$ cat config.mk
export PLATFORM = sky130hd
export DESIGN_NAME = evaluate_request
export DESIGN_NICKNAME = d
export VERILOG_FILES = /design/src/rtl/evaluate_request.sv
export SDC_FILE = /design/constraint.sdc
export NUM_CORES = 1
export LEC_CHECK = 0
export CORE_ASPECT_RATIO = 0.6
export CORE_MARGIN = 2
export CORE_UTILIZATION = 30
export DETAILED_ROUTE_END_ITERATION = 8
export GPL_TIMING_DRIVEN = 0
export PLACE_DENSITY = 0.48
export SETUP_SLACK_MARGIN = 0.15
export SLEW_MARGIN = 15
export SYNTH_ARGS = -nofsm -noshare
export SYNTH_HDL_FRONTEND = slang
export SYNTH_SLANG_ARGS = --single-unit
$ cat constraint.sdc
create_clock -name clk -period 12.5 [get_ports clk]
set_clock_uncertainty 0.1 [all_clocks]
set_input_delay 2.5 -clock clk [delete_from_list [all_inputs] [get_ports clk]]
set_output_delay 2.5 -clock clk [all_outputs]
set_load 0.1 [all_outputs]
$ cat src/rtl/evaluate_request.sv
// Requester/collector for the position evaluator: hands a board to the evaluator,
// tapers the returned mg/eg scores by game phase and returns a side-to-move score.
`ifndef BOARD_WIDTH
`define BOARD_WIDTH 64
`endif

module evaluate_request #(
  parameter int EVAL_WIDTH = 24,
  parameter int TIMEOUT    = 64
) (
  input  logic                          clk,
  input  logic                          reset,
  input  logic                          req_valid,
  output logic                          req_ready,
  input  logic [`BOARD_WIDTH-1:0]       req_board,
  input  logic                          req_white_to_move,
  input  logic [4:0]                    req_phase,
  output logic                          board_valid,
  output logic [`BOARD_WIDTH-1:0]       board,
  output logic                          clear_eval,
  output logic                          white_to_move,
  input  logic                          eval_valid,
  input  logic signed [EVAL_WIDTH-1:0]  eval_mg,
  input  logic signed [EVAL_WIDTH-1:0]  eval_eg,
  input  logic                          insufficient_material,
  output logic                          score_valid,
  input  logic                          score_ready,
  output logic signed [EVAL_WIDTH-1:0]  score,
  output logic                          score_draw,
  output logic                          timeout_err
);

  localparam int TW  = EVAL_WIDTH + 6;
  localparam int WDW = (TIMEOUT > 2) ? $clog2(TIMEOUT) : 1;
  localparam logic [WDW-1:0] WD_LAST = WDW'(TIMEOUT - 1);
  // Symmetric saturation bounds so negating a saturated score is always representable.
  localparam logic signed [TW-1:0] SAT_MAX = {{(TW-EVAL_WIDTH+1){1'b0}}, {(EVAL_WIDTH-1){1'b1}}};
  localparam logic signed [TW-1:0] SAT_MIN = -SAT_MAX;

  typedef enum logic [1:0] {
    IDLE   = 2'd0,
    WAIT   = 2'd1,
    BLEND  = 2'd2,
    OUTPUT = 2'd3
  } state_t;

  state_t                        state_q;
  logic [WDW-1:0]                wd_q;
  logic [4:0]                    phase_q;
  logic signed [EVAL_WIDTH-1:0]  mg_q;
  logic signed [EVAL_WIDTH-1:0]  eg_q;
  logic                          insuf_q;

  logic [4:0]                    phase_clamp_s;
  logic signed [TW-1:0]          mg_ext_s;
  logic signed [TW-1:0]          eg_ext_s;
  logic signed [TW-1:0]          ph_ext_s;
  logic signed [TW-1:0]          ph_inv_s;
  logic signed [TW-1:0]          tapered_s;
  logic signed [TW-1:0]          shifted_s;
  logic signed [TW-1:0]          oriented_s;
  logic signed [EVAL_WIDTH-1:0]  blend_s;

  // Phase clamp: anything above 16 counts as pure middlegame.
  always_comb begin
    if (req_phase > 5'd16) begin
      phase_clamp_s = 5'd16;
    end else begin
      phase_clamp_s = req_phase;
    end
  end

  // Tapered blend of the captured scores, oriented to side to move and saturated.
  always_comb begin
    mg_ext_s  = {{(TW-EVAL_WIDTH){mg_q[EVAL_WIDTH-1]}}, mg_q};
    eg_ext_s  = {{(TW-EVAL_WIDTH){eg_q[EVAL_WIDTH-1]}}, eg_q};
    ph_ext_s  = {{(TW-5){1'b0}}, phase_q};
    ph_inv_s  = {{(TW-5){1'b0}}, 5'd16 - phase_q};
    tapered_s = (mg_ext_s * ph_ext_s) + (eg_ext_s * ph_inv_s);
    shifted_s = tapered_s >>> 4;
    if (!white_to_move) begin
      oriented_s = -shifted_s;
    end else begin
      oriented_s = shifted_s;
    end
    if (oriented_s > SAT_MAX) begin
      blend_s = SAT_MAX[EVAL_WIDTH-1:0];
    end else if (oriented_s < SAT_MIN) begin
      blend_s = SAT_MIN[EVAL_WIDTH-1:0];
    end else begin
      blend_s = oriented_s[EVAL_WIDTH-1:0];
    end
  end

  // Request/evaluate/blend/output sequencer with registered handshake outputs.
  always_ff @(posedge clk or negedge reset) begin
    if (!reset) begin
      state_q       <= IDLE;
      wd_q          <= '0;
      phase_q       <= 5'd0;
      mg_q          <= '0;
      eg_q          <= '0;
      insuf_q       <= 1'b0;
      req_ready     <= 1'b1;
      board_valid   <= 1'b0;
      board         <= '0;
      clear_eval    <= 1'b0;
      white_to_move <= 1'b1;
      score_valid   <= 1'b0;
      score         <= '0;
      score_draw    <= 1'b0;
      timeout_err   <= 1'b0;
    end else begin
      clear_eval <= 1'b0;
      case (state_q)
        IDLE: begin
          if (req_valid) begin
            board         <= req_board;
            white_to_move <= req_white_to_move;
            phase_q       <= phase_clamp_s;
            req_ready     <= 1'b0;
            board_valid   <= 1'b1;
            wd_q          <= '0;
            state_q       <= WAIT;
          end else begin
            req_ready <= 1'b1;
          end
        end
        WAIT: begin
          // A response arriving on the last watchdog cycle still wins.
          if (eval_valid) begin
            mg_q        <= eval_mg;
            eg_q        <= eval_eg;
            insuf_q     <= insufficient_material;
            board_valid <= 1'b0;
            clear_eval  <= 1'b1;
            state_q     <= BLEND;
          end else if (wd_q == WD_LAST) begin
            board_valid <= 1'b0;
            clear_eval  <= 1'b1;
            score       <= '0;
            score_draw  <= 1'b0;
            timeout_err <= 1'b1;
            score_valid <= 1'b1;
            state_q     <= OUTPUT;
          end else begin
            wd_q <= wd_q + WDW'(1);
          end
        end
        BLEND: begin
          if (insuf_q) begin
            score      <= '0;
            score_draw <= 1'b1;
          end else begin
            score      <= blend_s;
            score_draw <= 1'b0;
          end
          timeout_err <= 1'b0;
          score_valid <= 1'b1;
          state_q     <= OUTPUT;
        end
        OUTPUT: begin
          if (score_ready) begin
            score_valid <= 1'b0;
            req_ready   <= 1'b1;
            state_q     <= IDLE;
          end else begin
            score_valid <= 1'b1;
          end
        end
        default: begin
          state_q     <= IDLE;
          req_ready   <= 1'b1;
          board_valid <= 1'b0;
          score_valid <= 1'b0;
        end
      endcase
    end
  end

endmodule
==> results.md <==
- Status: completed
- Setup TNS: 0 ns
- Fillers: 5320
- Seq/Total Area, Yosys: between 20% and 30%
- Largest net degree at the start of global routing: 87
- Drt total wl: between 40 and 50 mm
- Relative slew slack: 24.73%
- Slowest cell on crit path: xnor2_1
- Least-Margin Pin Slew: 1.121 ns
- Final ANT Viol Nets: 0
- Fmax: 0.08711 GHz
- Max cap viols: 0
- Yosys cell types: 89
- CTS buffer count: 17
- Port bufs: 218
- Initial Util: 30.50%
- TritonCTS clock tree: done
- Fin. max-slew vios: 0
- Vias per cell: 4.878
- Rows: 65
- Root Driver: clkbuf_16
- DR pass1 iterations: 6
- Post-Syn Area: 16130 um^2
- DRT iter0 DRCs: 1010
- Min setup slack post-route: ~1.0 ns
- Overflow after GRT: 0
- Die Y-Extent: 183.6 um
- Die Width: around 300 um
- Req. time, crit path: approximately 13 ns
- Post-synth EDFFs: 0
- WL per Instance: 18.79 um
- Gr usage total: 18.43%
- Post-detail-place hpwl: roughly 40 mm
- Share of cells above drive strength 1: 10.18%
- Max Buffers Root-to-Sink: 2
- Num Clock Sinks: 157
- Reg clk slew, reported paths: 0.08 ns
- Crit Path Max Fanout: 10
- Vias in the first global route: approximately 13000
- Vias: 12590
- RSZ-0062 raised after global routing: false
- Final-stage net count: 2280
- Crit start category: flop
- Place WS: 1.153 ns
- Post-Syn Area per Cell: 9.923 um^2
- Final setup viols: 0
- Die Area: about 56000 um^2
- Synth area leaders: fa_1 24%, dfrtp_1 24%, mux2_2 8.2%, ha_1 7.4%, inv_1 5.4%
- RD Place Congestion: 0.8329
- Most used cell, CP: fa_1
- Critical Path AT: between 10 and 15 ns
- Hold-fix buffers, CTS: 0
- DRC viols: 0
- Area grow syn2layout: 23.17%
- Share of the synthesized area in the top cell type: around 24%
- Yosys top cell by area: fa_1
- Syn Inst Count: around 1600
- Kind of critical path: flop to flop
- Number of post-CTS setup repair buffers: 0
- Ys Warns: 0
- CTS resizes: 0
- I/O pins: between 200 and 250
- Clk_lat worst skew: about 0.46 ns
- Net Count, Synth: 2042
- Ys flop type: dfrtp_1
- Final Hold Viols: 0
- CP peak stage delay: between 0.8 and 0.9 ns
- Total core area: 52860 um^2
- Worst Setup End Kind: flop
- H-tree Lvls: 4
- Final worst path period share: 91.84%
- Asr flop ratio synth: 100.0%
- Antenna violations before repair: 1
- Yosys reg bits: 157
- Period minus WS final: 11.48 ns
- First-pass GRT wire length: between 70 and 80 mm
- Worst hold path class: flop to flop
==> cell families (layout without fill, tap and decap cells) <==
family | count (synthesis) | in the layout | share of synthesized area (%)
simple gates | 479 | 479 | 15.04
flops | 157 | 157 | 24.38
mux | 120 | 120 | 8.364
compound gates | 235 | 235 | 10.76
fa+ha+maj | 293 | 293 | 31.91
buf+inv | 297 | 548 | 7.045
xor+xnor | 44 | 44 | 2.506
other cells | 0 | 2 | 0
==> cells in the mapped netlist (13+ instances only) <==
| master | n |
|---|---|
| a21oi_1 | 52 |
| a221o_1 | 22 |
| and2_1 | 103 |
| clkbuf_1 | 54 |
| dfrtp_1 | 155 |
| fa_1 | 197 |
| ha_1 | 96 |
| inv_1 | 232 |
| mux2_2 | 118 |
| nand2_1 | 179 |
| nand2b_1 | 16 |
| nand3_1 | 15 |
| nor2_1 | 63 |
| nor2b_1 | 28 |
| nor3_1 | 14 |
| o211ai_1 | 13 |
| o21ai_0 | 42 |
| xnor2_1 | 34 |
==> layout by cell type, fill, tap and decap left out, types with 5 or more instances in the layout <==
cell type,count
a211oi_1,6
a21o_1,6
a21oi_1,52
a221o_1,22
a31oi_1,10
and2_1,103
and3_1,10
buf_2,5
clkbuf_1,54
clkbuf_16,17
clkdlybuf4s50_1,217
clkinv_8,5
dfrtp_1,155
fa_1,197
ha_1,96
inv_1,232
mux2_2,118
nand2_1,179
nand2b_1,16
nand3_1,15
nand4_1,11
nor2_1,63
nor2b_1,28
nor3_1,14
nor3b_1,5
nor4_1,5
o211ai_1,13
o21a_1,6
o21ai_0,42
o21bai_1,6
o22ai_1,5
or2_2,5
or3_1,5
xnor2_1,33
xor2_1,8
==> metal layers <==
layer | GRT usage [%] | wire (um)
met1 | 27.35 | 24080
met2 | 27.74 | 21360
met3 | 3.888 | 2553
met5 | 0 | 0
met4 | 3.275 | 507
==> worst max-delay path: cells and delay by family, from the launching register on <==
kind	cells	cell delay, ns
buffers and inverters	9	2.62
XOR/XNOR	1	0.88
flip-flops	1	0.64
AND/OR/NAND/NOR	5	1.76
adder cells (fa/ha/maj)	7	3.18
AO/OA/AOI/OAI	8	2.14
==> final cells by class <==
type / instances / area (um^2) / share of cell area, %
inverters: 232 / 870.8 / 4.385
repair buffers: 219 / 2215 / 11.15
clock inverters: 15 / 196.4 / 0.9890
flip-flops and latches: 157 / 3931 / 19.79
multi-input cells: 1171 / 11070 / 55.75
plain buffers: 65 / 265.3 / 1.336
clock buffers: 17 / 425.4 / 2.142
well taps: 703 / 879.6 / 4.429
diodes: 2 / 5.005 / 0.02520
==> state kept, by name, summed over array words and instances, names as in the netlist <==
signal,flops
board,64
board_valid,1
clear_eval,1
eg_q,24
insuf_q,1
mg_q,24
phase_q,5
req_ready,1
score,24
score_draw,1
score_valid,1
state_q,2
timeout_err,1
wd_q,6
white_to_move,1
==> worst paths after layout <==
path / cells after the start / to / slack, ns / startpoint
hold reg to reg: 2 / score[23]$_DFFE_PN0P_ / 0.40 / score[23]$_DFFE_PN0P_
min in group asynchronous: 1 / mg_q[1]$_DFFE_PN0P_ / 1.93 / reset
setup / recovery: 30 / score[3]$_DFFE_PN0P_ / 1.02 / phase_q[0]$_DFFE_PN0P_
max in group asynchronous: 2 / req_ready$_DFFE_PN1P_ / 9.49 / reset
setup reg to reg: 30 / score[3]$_DFFE_PN0P_ / 1.02 / phase_q[0]$_DFFE_PN0P_
hold / removal: 2 / score[23]$_DFFE_PN0P_ / 0.40 / score[23]$_DFFE_PN0P_
==> metrics by stage <==
step | hold WS, ns | cell area (um^2) | util, % | std cells
floorplan | 0.3967 | 16130 | - | 1625
global placement | 0.3791 | 19190 | 36.30 | 2546
detailed placement | 0.3864 | 19230 | 36.37 | 2547
CTS | 0.4100 | 19850 | 37.55 | 2579
global route | 0.4212 | 19860 | 37.56 | 2579
finish | 0.4046 | 19860 | 37.57 | 2581
Power is not shown: default switching activity piles up to over one toggle a cycle in this logic, so the estimate is an artifact.
